**src/rtl/iob_ethmac_mem_arbiter_pkg.sv**
```systemverilog
// rtl/iob_ethmac_mem_arbiter_pkg.sv - shared widths, port ids and address-range helper
package iob_ethmac_mem_arbiter_pkg;

  localparam int DEF_ADDR_W     = 32;
  localparam int DEF_DATA_W     = 32;
  localparam int DEF_MEM_ADDR_W = 13;
  localparam int DEF_ERR_CNT_W  = 16;

  // Widest IOb address the range helper accepts; callers zero-extend into it.
  localparam int OOR_MAX_ADDR_W = 64;

  typedef enum logic [0:0] {
    PORT_MAC  = 1'b0,
    PORT_HOST = 1'b1
  } port_e;

  // True when any address bit above the SRAM byte-address window is set.
  function automatic logic addr_oor(input logic [OOR_MAX_ADDR_W-1:0] addr,
                                    input int                        mem_addr_w);
    return (addr >> mem_addr_w) != '0;
  endfunction

endpackage

```
**src/rtl/iob_rr_arb2.sv**
```systemverilog
// rtl/iob_rr_arb2.sv - two-requester round-robin arbiter with one-hot grant
module iob_rr_arb2
  import iob_ethmac_mem_arbiter_pkg::*;
(
  input  logic       clk,
  input  logic       rst,
  input  logic [1:0] req,
  output logic [1:0] gnt
);

  // Reset to the host port so the MAC port wins the first tie.
  port_e last_grant;

  // Remember which port was granted most recently.
  always_ff @(posedge clk or posedge rst) begin
    if (rst) begin
      last_grant <= PORT_HOST;
    end else if (|req) begin
      last_grant <= gnt[1] ? PORT_HOST : PORT_MAC;
    end
  end

  // A lone requester is granted directly; a tie goes to the port not granted last.
  always_comb begin
    gnt = 2'b00;
    case (req)
      2'b01:   gnt = 2'b01;
      2'b10:   gnt = 2'b10;
      2'b11:   gnt = (last_grant == PORT_HOST) ? 2'b01 : 2'b10;
      default: gnt = 2'b00;
    endcase
  end

endmodule

```
**src/rtl/iob_ethmac_mem_arbiter.sv**
```systemverilog
// rtl/iob_ethmac_mem_arbiter.sv - shares one byte-enabled SRAM between the MAC DMA and host IOb ports
module iob_ethmac_mem_arbiter
  import iob_ethmac_mem_arbiter_pkg::*;
#(
  parameter int ADDR_W     = DEF_ADDR_W,
  parameter int DATA_W     = DEF_DATA_W,
  parameter int MEM_ADDR_W = DEF_MEM_ADDR_W,
  parameter int ERR_CNT_W  = DEF_ERR_CNT_W
) (
  input  logic                  clk_i,
  input  logic                  arst_i,
  input  logic                  p0_valid,
  input  logic [ADDR_W-1:0]     p0_address,
  input  logic [DATA_W-1:0]     p0_wdata,
  input  logic [DATA_W/8-1:0]   p0_wstrb,
  output logic [DATA_W-1:0]     p0_rdata,
  output logic                  p0_ready,
  input  logic                  p1_valid,
  input  logic [ADDR_W-1:0]     p1_address,
  input  logic [DATA_W-1:0]     p1_wdata,
  input  logic [DATA_W/8-1:0]   p1_wstrb,
  output logic [DATA_W-1:0]     p1_rdata,
  output logic                  p1_ready,
  output logic                  mem_en_o,
  output logic [MEM_ADDR_W-3:0] mem_addr_o,
  output logic [DATA_W/8-1:0]   mem_we_o,
  output logic [DATA_W-1:0]     mem_din_o,
  input  logic [DATA_W-1:0]     mem_dout_i,
  input  logic                  clr_err_i,
  output logic [ERR_CNT_W-1:0]  err_cnt_o
);

  localparam int STRB_W = DATA_W / 8;

  // busy is set by the grant and lasts exactly the following cycle, so it is
  // also the ready pulse of that port.
  logic [1:0] busy;
  // Marks a ready cycle whose rdata must come from the SRAM (in-range read).
  logic [1:0] rd_pend;
  logic [1:0] req;
  logic [1:0] gnt;

  logic              granted;
  logic              sel_oor;
  logic              sel_read;
  logic [ADDR_W-1:0] sel_address;
  logic [DATA_W-1:0] sel_wdata;
  logic [STRB_W-1:0] sel_wstrb;

  assign req = {p1_valid & ~busy[1], p0_valid & ~busy[0]};

  iob_rr_arb2 u_arb (
    .clk (clk_i),
    .rst (arst_i),
    .req (req),
    .gnt (gnt)
  );

  // Route the granted port's request fields onto the shared path.
  always_comb begin
    sel_address = p0_address;
    sel_wdata   = p0_wdata;
    sel_wstrb   = p0_wstrb;
    if (gnt[1]) begin
      sel_address = p1_address;
      sel_wdata   = p1_wdata;
      sel_wstrb   = p1_wstrb;
    end
  end

  assign granted  = |gnt;
  assign sel_oor  = addr_oor(OOR_MAX_ADDR_W'(sel_address), MEM_ADDR_W);
  assign sel_read = (sel_wstrb == '0);

  // Drive the SRAM only for a granted in-range request; otherwise keep it idle.
  always_comb begin
    mem_en_o   = 1'b0;
    mem_addr_o = '0;
    mem_we_o   = '0;
    mem_din_o  = '0;
    if (granted && !sel_oor) begin
      mem_en_o   = 1'b1;
      mem_addr_o = sel_address[MEM_ADDR_W-1:2];
      mem_we_o   = sel_wstrb;
      mem_din_o  = sel_wdata;
    end
  end

  // Register the grant into the per-port busy/ready and read-pending flags.
  always_ff @(posedge clk_i or posedge arst_i) begin
    if (arst_i) begin
      busy    <= 2'b00;
      rd_pend <= 2'b00;
    end else begin
      busy    <= gnt;
      rd_pend <= gnt & {2{~sel_oor & sel_read}};
    end
  end

  // Count out-of-range grants, saturating; a clear in the same cycle wins.
  always_ff @(posedge clk_i or posedge arst_i) begin
    if (arst_i) begin
      err_cnt_o <= '0;
    end else if (clr_err_i) begin
      err_cnt_o <= '0;
    end else if (granted && sel_oor && (err_cnt_o != '1)) begin
      err_cnt_o <= err_cnt_o + 1'b1;
    end
  end

  // SRAM read data lands in the ready cycle; writes and out-of-range requests return zero.
  assign p0_ready = busy[0];
  assign p1_ready = busy[1];
  assign p0_rdata = rd_pend[0] ? mem_dout_i : '0;
  assign p1_rdata = rd_pend[1] ? mem_dout_i : '0;

endmodule

```
**config.mk**
```make
export PLATFORM = sky130hd
export DESIGN_NAME = iob_ethmac_mem_arbiter
export DESIGN_NICKNAME = d
export VERILOG_FILES = /design/src/rtl/iob_ethmac_mem_arbiter_pkg.sv /design/src/rtl/iob_rr_arb2.sv /design/src/rtl/iob_ethmac_mem_arbiter.sv
export SDC_FILE = /design/constraint.sdc
export NUM_CORES = 1
export LEC_CHECK = 0
export BUFFER_PORTS_ARGS = -buffer_cell sky130_fd_sc_hd__buf_4
export CELL_PAD_IN_SITES_DETAIL_PLACEMENT = 1
export CELL_PAD_IN_SITES_GLOBAL_PLACEMENT = 1
export CORE_AREA = 2 2 119 121
export CTS_CLUSTER_DIAMETER = 50
export DETAILED_ROUTE_END_ITERATION = 12
export DIE_AREA = 0 0 121 123
export MAX_ROUTING_LAYER = met4
export PLACE_DENSITY = 0.85
export SETUP_SLACK_MARGIN = 0.4
export SLEW_MARGIN = 15
export SYNTH_ARGS = -nofsm -noshare
export SYNTH_HDL_FRONTEND = slang
export SYNTH_SLANG_ARGS = --single-unit
export TNS_END_PERCENT = 50
```
**constraint.sdc**
```tcl
create_clock -name clk_i -period 2.4 [get_ports clk_i]
set_clock_uncertainty 0.2 [all_clocks]
set_input_delay 0.48 -clock clk_i [delete_from_list [all_inputs] [get_ports clk_i]]
set_output_delay 0.48 -clock clk_i [all_outputs]
set_load 0.02 [all_outputs]
```
==> After elaboration in Yosys (flattened, before gate mapping) <==
Index checks and enable logic that the tools add are counted.
{ "word_totals": {"regBits": 21, "inputBits": 173, "out_inout_bits": 130, "wordCells": 39} }
{ "op_classes": {"n_addsub": 1, "eq_ne": 4, "mux": 14, "bitwise": 7, "reduce_logical": 9} }
{ "op_table": {"columns": ["op", "count"], "rows": [
  ["32-bit two-way mux", 5],
  ["64-bit nonzero test", 1],
  ["16-bit two-way mux", 2],
  ["16-bit by 1-bit adder with 16-bit output (second input constant)", 1],
  ["16-bit != test (second input constant)", 1],
  ["11-bit two-way mux", 1],
  ["4-bit two-way mux", 2],
  ["2-bit one-hot mux with 3 select lines", 1],
  ["2-bit == test (second input constant)", 2],
  ["4-bit zero test", 1],
  ["2-bit OR reduction", 2],
  ["1-bit bitwise AND", 3],
  ["1-bit logical AND", 3],
  ["1-bit NOT", 3],
  ["2-bit bitwise AND", 1],
  ["2-bit by 1-bit == test with 1-bit output (second input constant)", 1],
  ["1-bit two-way mux", 2],
  ["2-bit two-way mux", 1],
  ["2-bit nonzero test", 1],
  ["1-bit zero test", 1]
]} }

==> Logic depth before layout (Yosys ltp) <==
{ "logic_depth": {"depth_word": 10, "ltp_mapped": 10, "ltp_nobuf": 7} }

==> Modules after synthesis <==
Synthesis repeated with hierarchy kept, for this count alone.
{ "unflattened": {"hier_cells": 315, "hier_area_um2": 2399.8} }
{ "by_module_without_submodules": {"columns": ["module", "instances", "cells_each", "area_each_um2", "seq_area_each_um2"], "rows": [
  ["iob_ethmac_mem_arbiter", 1, 308, 2342.2, 500.5],
  ["iob_rr_arb2", 1, 7, 57.6, 26.3]
]} }

==> Worst setup path after synthesis <==
Ideal clock, no wire load.
{ "synth_path": {"path_type": "input to output", "startpoint": "input p0_valid", "endpoint": "output mem_addr_o[1]", "t_arrival_ns": 2.012, "required_ns": 1.720, "slack_ns": -0.292, "stages": 7, "n_path_buf": 2, "cell_sequence": "nor2b_4 > a21o_4 > nor3_1 > o21ai_0 > clkbuf_1 > clkbuf_1 > a21oi_1"} }
{ "synth_via": {"elab_chain_len": 8} }
{ "synth_lines": {"columns": ["element", "line", "source"], "rows": [
  ["start: declaration", "iob_ethmac_mem_arbiter.sv:12", "input logic p0_valid,"],
  ["1-bit bitwise AND *", "iob_ethmac_mem_arbiter.sv:50", "assign req = {p1_valid & ~busy[1], p0_valid & ~busy[0]};"],
  ["2-bit == test or 2-bit by 1-bit == test with 1-bit output (tied branches)", "iob_rr_arb2.sv:26", "case (req)"],
  ["2-bit one-hot mux with 3 select lines *", "iob_rr_arb2.sv:26", null],
  ["32-bit two-way mux", "iob_ethmac_mem_arbiter.sv:64", "if (gnt[1]) begin"],
  ["64-bit nonzero test", "iob_ethmac_mem_arbiter_pkg.sv:20", "return (addr >> mem_addr_w) != '0;"],
  ["1-bit zero test", "iob_ethmac_mem_arbiter.sv:81", "if (granted && !sel_oor) begin"],
  ["1-bit logical AND", "iob_ethmac_mem_arbiter.sv:81", null],
  ["11-bit two-way mux *", "iob_ethmac_mem_arbiter.sv:81", null],
  ["end: declaration", "iob_ethmac_mem_arbiter.sv:25", "output logic [MEM_ADDR_W-3:0] mem_addr_o,"]
]} }
Every way passes the cells marked *; elsewhere a longest branch is shown, timed or not.

==> Worst setup path after layout <==
{ "layout_path": {"startpoint": "register busy[1]", "endpoint": "output mem_din_o[14]"} }
{ "layout_via": {"elab_chain_len": 9} }
{ "layout_lines": {"columns": ["element", "line", "source"], "rows": [
  ["start: declaration", "iob_ethmac_mem_arbiter.sv:37", "logic [1:0] busy;"],
  ["start signal: assignment", "iob_ethmac_mem_arbiter.sv:95", "busy <= gnt;"],
  ["1-bit NOT *", "iob_ethmac_mem_arbiter.sv:50", null],
  ["1-bit bitwise AND *", "iob_ethmac_mem_arbiter.sv:50", null],
  ["2-bit == test or 2-bit by 1-bit == test with 1-bit output (tied branches)", "iob_rr_arb2.sv:26", null],
  ["2-bit one-hot mux with 3 select lines *", "iob_rr_arb2.sv:26", null],
  ["32-bit two-way mux", "iob_ethmac_mem_arbiter.sv:64", null],
  ["64-bit nonzero test", "iob_ethmac_mem_arbiter_pkg.sv:20", null],
  ["1-bit zero test", "iob_ethmac_mem_arbiter.sv:81", null],
  ["1-bit logical AND", "iob_ethmac_mem_arbiter.sv:81", null],
  ["32-bit two-way mux *", "iob_ethmac_mem_arbiter.sv:81", null],
  ["end: declaration", "iob_ethmac_mem_arbiter.sv:27", "output logic [DATA_W-1:0] mem_din_o,"]
]} }
Marks and branches as above.

==> impl_metrics.csv <==
group,metric,value,unit
layout,nets,851,
critical_path,critPathKind,"reg -> out",
critical_path,start_kind,"flip-flop",
grt,grt_use_total,18.9,%
logic_synthesis,yosys_warnings,0,
critical_path,worst_setup_path_end_kind,"output port",
drt,drtAntennaViolNets,0,
critical_path,worstPathCellList,"nand2b_4 > a21o_4 > buf_6 > nor3_4 > o21ai_4 > buf_12 > a21oi_4 > buf_6",
die,rows,43,
cts,clock_tree.root_cell,"clkbuf_16",
drt,drt_first_pass_iters,5,
cts,cts_tree,"done",
logic_synthesis,avgSynthCellArea,6.36,sq um
sta,hold_viol_final,0,
cts,cts_buffer_depth,2,
run,drv_cap,0,
drt,wl,15000,microns
place,gp_congestion,0.818,
logic_synthesis,synth_edf_count,0,
cts,cts_buffers,3,
sta,setup_viol,55,
critical_path,cp.arrival,1.99,ns
grt,grt_antenna_before_repair,0,
cts,clkLatencyLatePin,0.25,ns
sta,finalCriticalPeriod,2.67,ns
outcome,violations,"negative setup slack",
die,design.portCount,303,
critical_path,cp_num_buf_inv,3,
layout,synthToLayoutAreaGrowth,160,%
logic_synthesis,ys_seq_elements,21,
layout,fin_util,43.7,%
logic_synthesis,ys_seq_area_share,23.1,%
layout,n_antenna_cell,0,
sta,slew_headroom,65.6,%
grt,grt_overflow,0,
logic_synthesis,synthSimpleGateAreaFrac,49.6,%
logic_synthesis,synth_xor_area_share,0.384,%
logic_synthesis,ys.flop_type,"dfrtp_1",
logic_synthesis,yosysUniqueCellTypes,33,
drt,drc,0,
logic_synthesis,synth-adder-area-share,0.548,%
place,placed_cells,845,
power_and_ir_drop,switchingPower,0.472,mW
layout,layout.cells.non_filler,856,
drt,drt_iter0_drc,97,
power_and_ir_drop,p_seq_share,27.3,%
logic_synthesis,synth_nets,533,
layout,drive_gt1_share,63.3,%
logic_synthesis,postSynthCellCount,359,
power_and_ir_drop,p_leak,2.80,nW
sta,rsz0062_at_grt,"true",
critical_path,worstPathRequired,1.72,ns
power_and_ir_drop,intPower,0.929,mW
grt,grt_pass1_vias,3966,
logic_synthesis,synthMuxAreaShare,1.86,%
cts,path_clk_slew,0.06,ns
critical_path,critPathSlowestCell,"dfrtp_1",
critical_path,cpMostUsedCell,"buf_6",
critical_path,max_stage_delay,0.38,ns
critical_path,crit_family,"compound AO/OA/AOI/OAI gates",
drt,wire_per_inst,17.5,microns
sta,fin_ws,-0.267,ns
place,numPortBuffers,298,
die,die_h,123,microns
sta,tightest_slew,0.515,ns
sta,post-route-period-util,111,%
hold_path,hold_path_class,"in -> async",
sta,drv_slew,0,
logic_synthesis,synth_compound_area_share,18.4,%
cts,cts.sink_count,21,
drt,viasPerCell,4.53,
die,die_area,0.0149,sq mm
logic_synthesis,synth_top_family_by_area,"simple AND/OR/NAND/NOR gates",
logic_synthesis,async_reset_ff_share,100,%
power_and_ir_drop,power.share.switching,33.7,%
power_and_ir_drop,powerDensity,236,mW/mm^2
sta,max_freq,375,MHz
cts,cts_max_level,1,
power_and_ir_drop,peakVddDrop,0.257,mV
critical_path,crit_fanout,14,
die,fp.dieW,121,microns
power_and_ir_drop,clkPwrFrac,24.9,%
die,core-area,0.0136,sq mm
layout,nFillCells,1653,
power_and_ir_drop,power_frac_comb,47.8,%
logic_synthesis,syn_area,0.00228,sq mm
grt,grt_max_degree,49,
place,dp.final_hpwl,12200,microns
die,initial_core_util,16.8,%
drt,routed-via-count,3880,
outcome,outcome,"complete, but fails checks",
grt,grt_pass1_wl,21400,microns
==> worst paths after layout <==
kind,slack (ns),end,cells past startpoint,from
max in group asynchronous,1.40,err_cnt_o[13]$_DFFE_PP0P_,3,arst_i
setup / recovery,-0.27,mem_din_o[14],8,busy[1]$_DFF_PP0_
hold reg to reg,0.39,err_cnt_o[13]$_DFFE_PP0P_,2,err_cnt_o[13]$_DFFE_PP0P_
hold / removal,0.06,rd_pend[1]$_DFF_PP0_,2,arst_i
setup reg to reg,-0.07,err_cnt_o[9]$_DFFE_PP0P_,9,busy[0]$_DFF_PP0_
min in group clk_i,0.34,err_cnt_o[7]$_DFFE_PP0P_,2,clr_err_i
==> through the flow <==
stage / setup TNS (ns) / hold WS [ns] / setup WS, ns / power [mW] / cell area, sq um
6_report: -11.86 / 0.0635 / -0.267 / 1.40 / 5950
2_1_floorplan: 0 / 0.256 / 0.0508 / 0.651 / 2840
4_1_cts: -12.33 / 0.0792 / -0.290 / 1.39 / 5770
3_3_place_gp: -21.31 / 0.348 / -0.458 / 0.990 / 5440
3_5_place_dp: -20.99 / 0.355 / -0.445 / 1.00 / 5440
5_1_grt: -17.87 / 0.105 / -0.381 / 1.48 / 5950
==> worst reg2reg max path, delay by kind of cell, from the launching register on <==
kind	cells	cell delay (ns)
compound gates	2	0.31
buf+inv	3	0.40
flops	1	0.42
simple gates	4	1.06
==> synthesized netlist by cell type, drive strengths merged, types with 2 or more instances <==
master | number | area (sq um)
a21oi | 59 | 295
nor2 | 7 | 26.3
and3 | 2 | 12.5
nand2 | 101 | 379
nor2b | 3 | 26.3
mux2i | 2 | 20.0
buf | 4 | 30.0
or3 | 6 | 37.5
nor3 | 5 | 30.0
and2 | 64 | 400
o21ai | 8 | 40.0
mux2 | 2 | 22.5
nor4 | 10 | 62.6
o31ai | 7 | 52.6
or4 | 8 | 60.1
clkbuf | 23 | 86.3
inv | 6 | 25.0
nand4 | 5 | 31.3
nand3 | 9 | 45.0
dfrtp | 20 | 500
==> state kept, by name, indices dropped and copies added (netlist names) <==
name	count
err_cnt_o	16
busy	2
rd_pend	2
u_arb.last_grant	1
==> power by group through the flow <==
| stage | Sequential (mW) | Combinational [mW] | Clock, mW |
|---|---|---|---|
| after floorplan | 0.408 | 0.243 | 0 |
| after global placement | 0.387 | 0.602 | 0 |
| after detailed placement | 0.389 | 0.613 | 0 |
| after CTS | 0.382 | 0.640 | 0.364 |
| after global routing | 0.383 | 0.726 | 0.374 |
| final | 0.382 | 0.670 | 0.349 |
==> placed cells by master, fill, tap and decap left out, drive strengths merged, types with 6 or more instances in the layout <==
cell type | Yosys | routed
nand3 | 9 | 9
or4 | 8 | 8
nand2 | 101 | 101
and2 | 64 | 64
a21oi | 59 | 59
o21ai | 8 | 8
buf | 4 | 339
dfrtp | 20 | 20
nor2 | 7 | 7
o31ai | 7 | 7
or3 | 6 | 6
nor4 | 10 | 10
==> final cells by class <==
type / instances / area [sq um] / area share (%)
flip-flops and latches: 21 / 532 / 8.94
repair buffers: 340 / 2810 / 47.2
inverters: 6 / 28.8 / 0.484
clock buffers: 4 / 78.8 / 1.33
well taps: 180 / 225 / 3.79
multi-input cells: 305 / 2270 / 38.2
==> repair_timing <==
item,in CTS,in global routing
pin swaps,7,4
gates cloned,0,1
buffers inserted,2,4
endpoints found under the setup margin,98,66
hold buffers,0,0
gates resized for setup,56,27
==> per-layer routing <==
layer / share of wire (%) / wire length (microns) / up-vias / global-route usage [%]
met1: 38 / 5690 / 1822 / 21.8
met4: 3.4 / 513 / 0 / 6.69
met3: 6.7 / 1000 / 20 / 2.86
met2: 52 / 7790 / 193 / 33.5
met5: 0 / 0 / - / -
li1: - / - / 1845 / -
==> cells by family after synthesis <==
kind of cell	Yosys count
AOI/OAI and AO/OA	77
xor gates and xnor gates	1
adders and majority gates	1
buffers and inverters	33
DFF	21
muxes	4
and+or+nand+nor	222
Note: power is estimated with default switching activity, not from simulation.
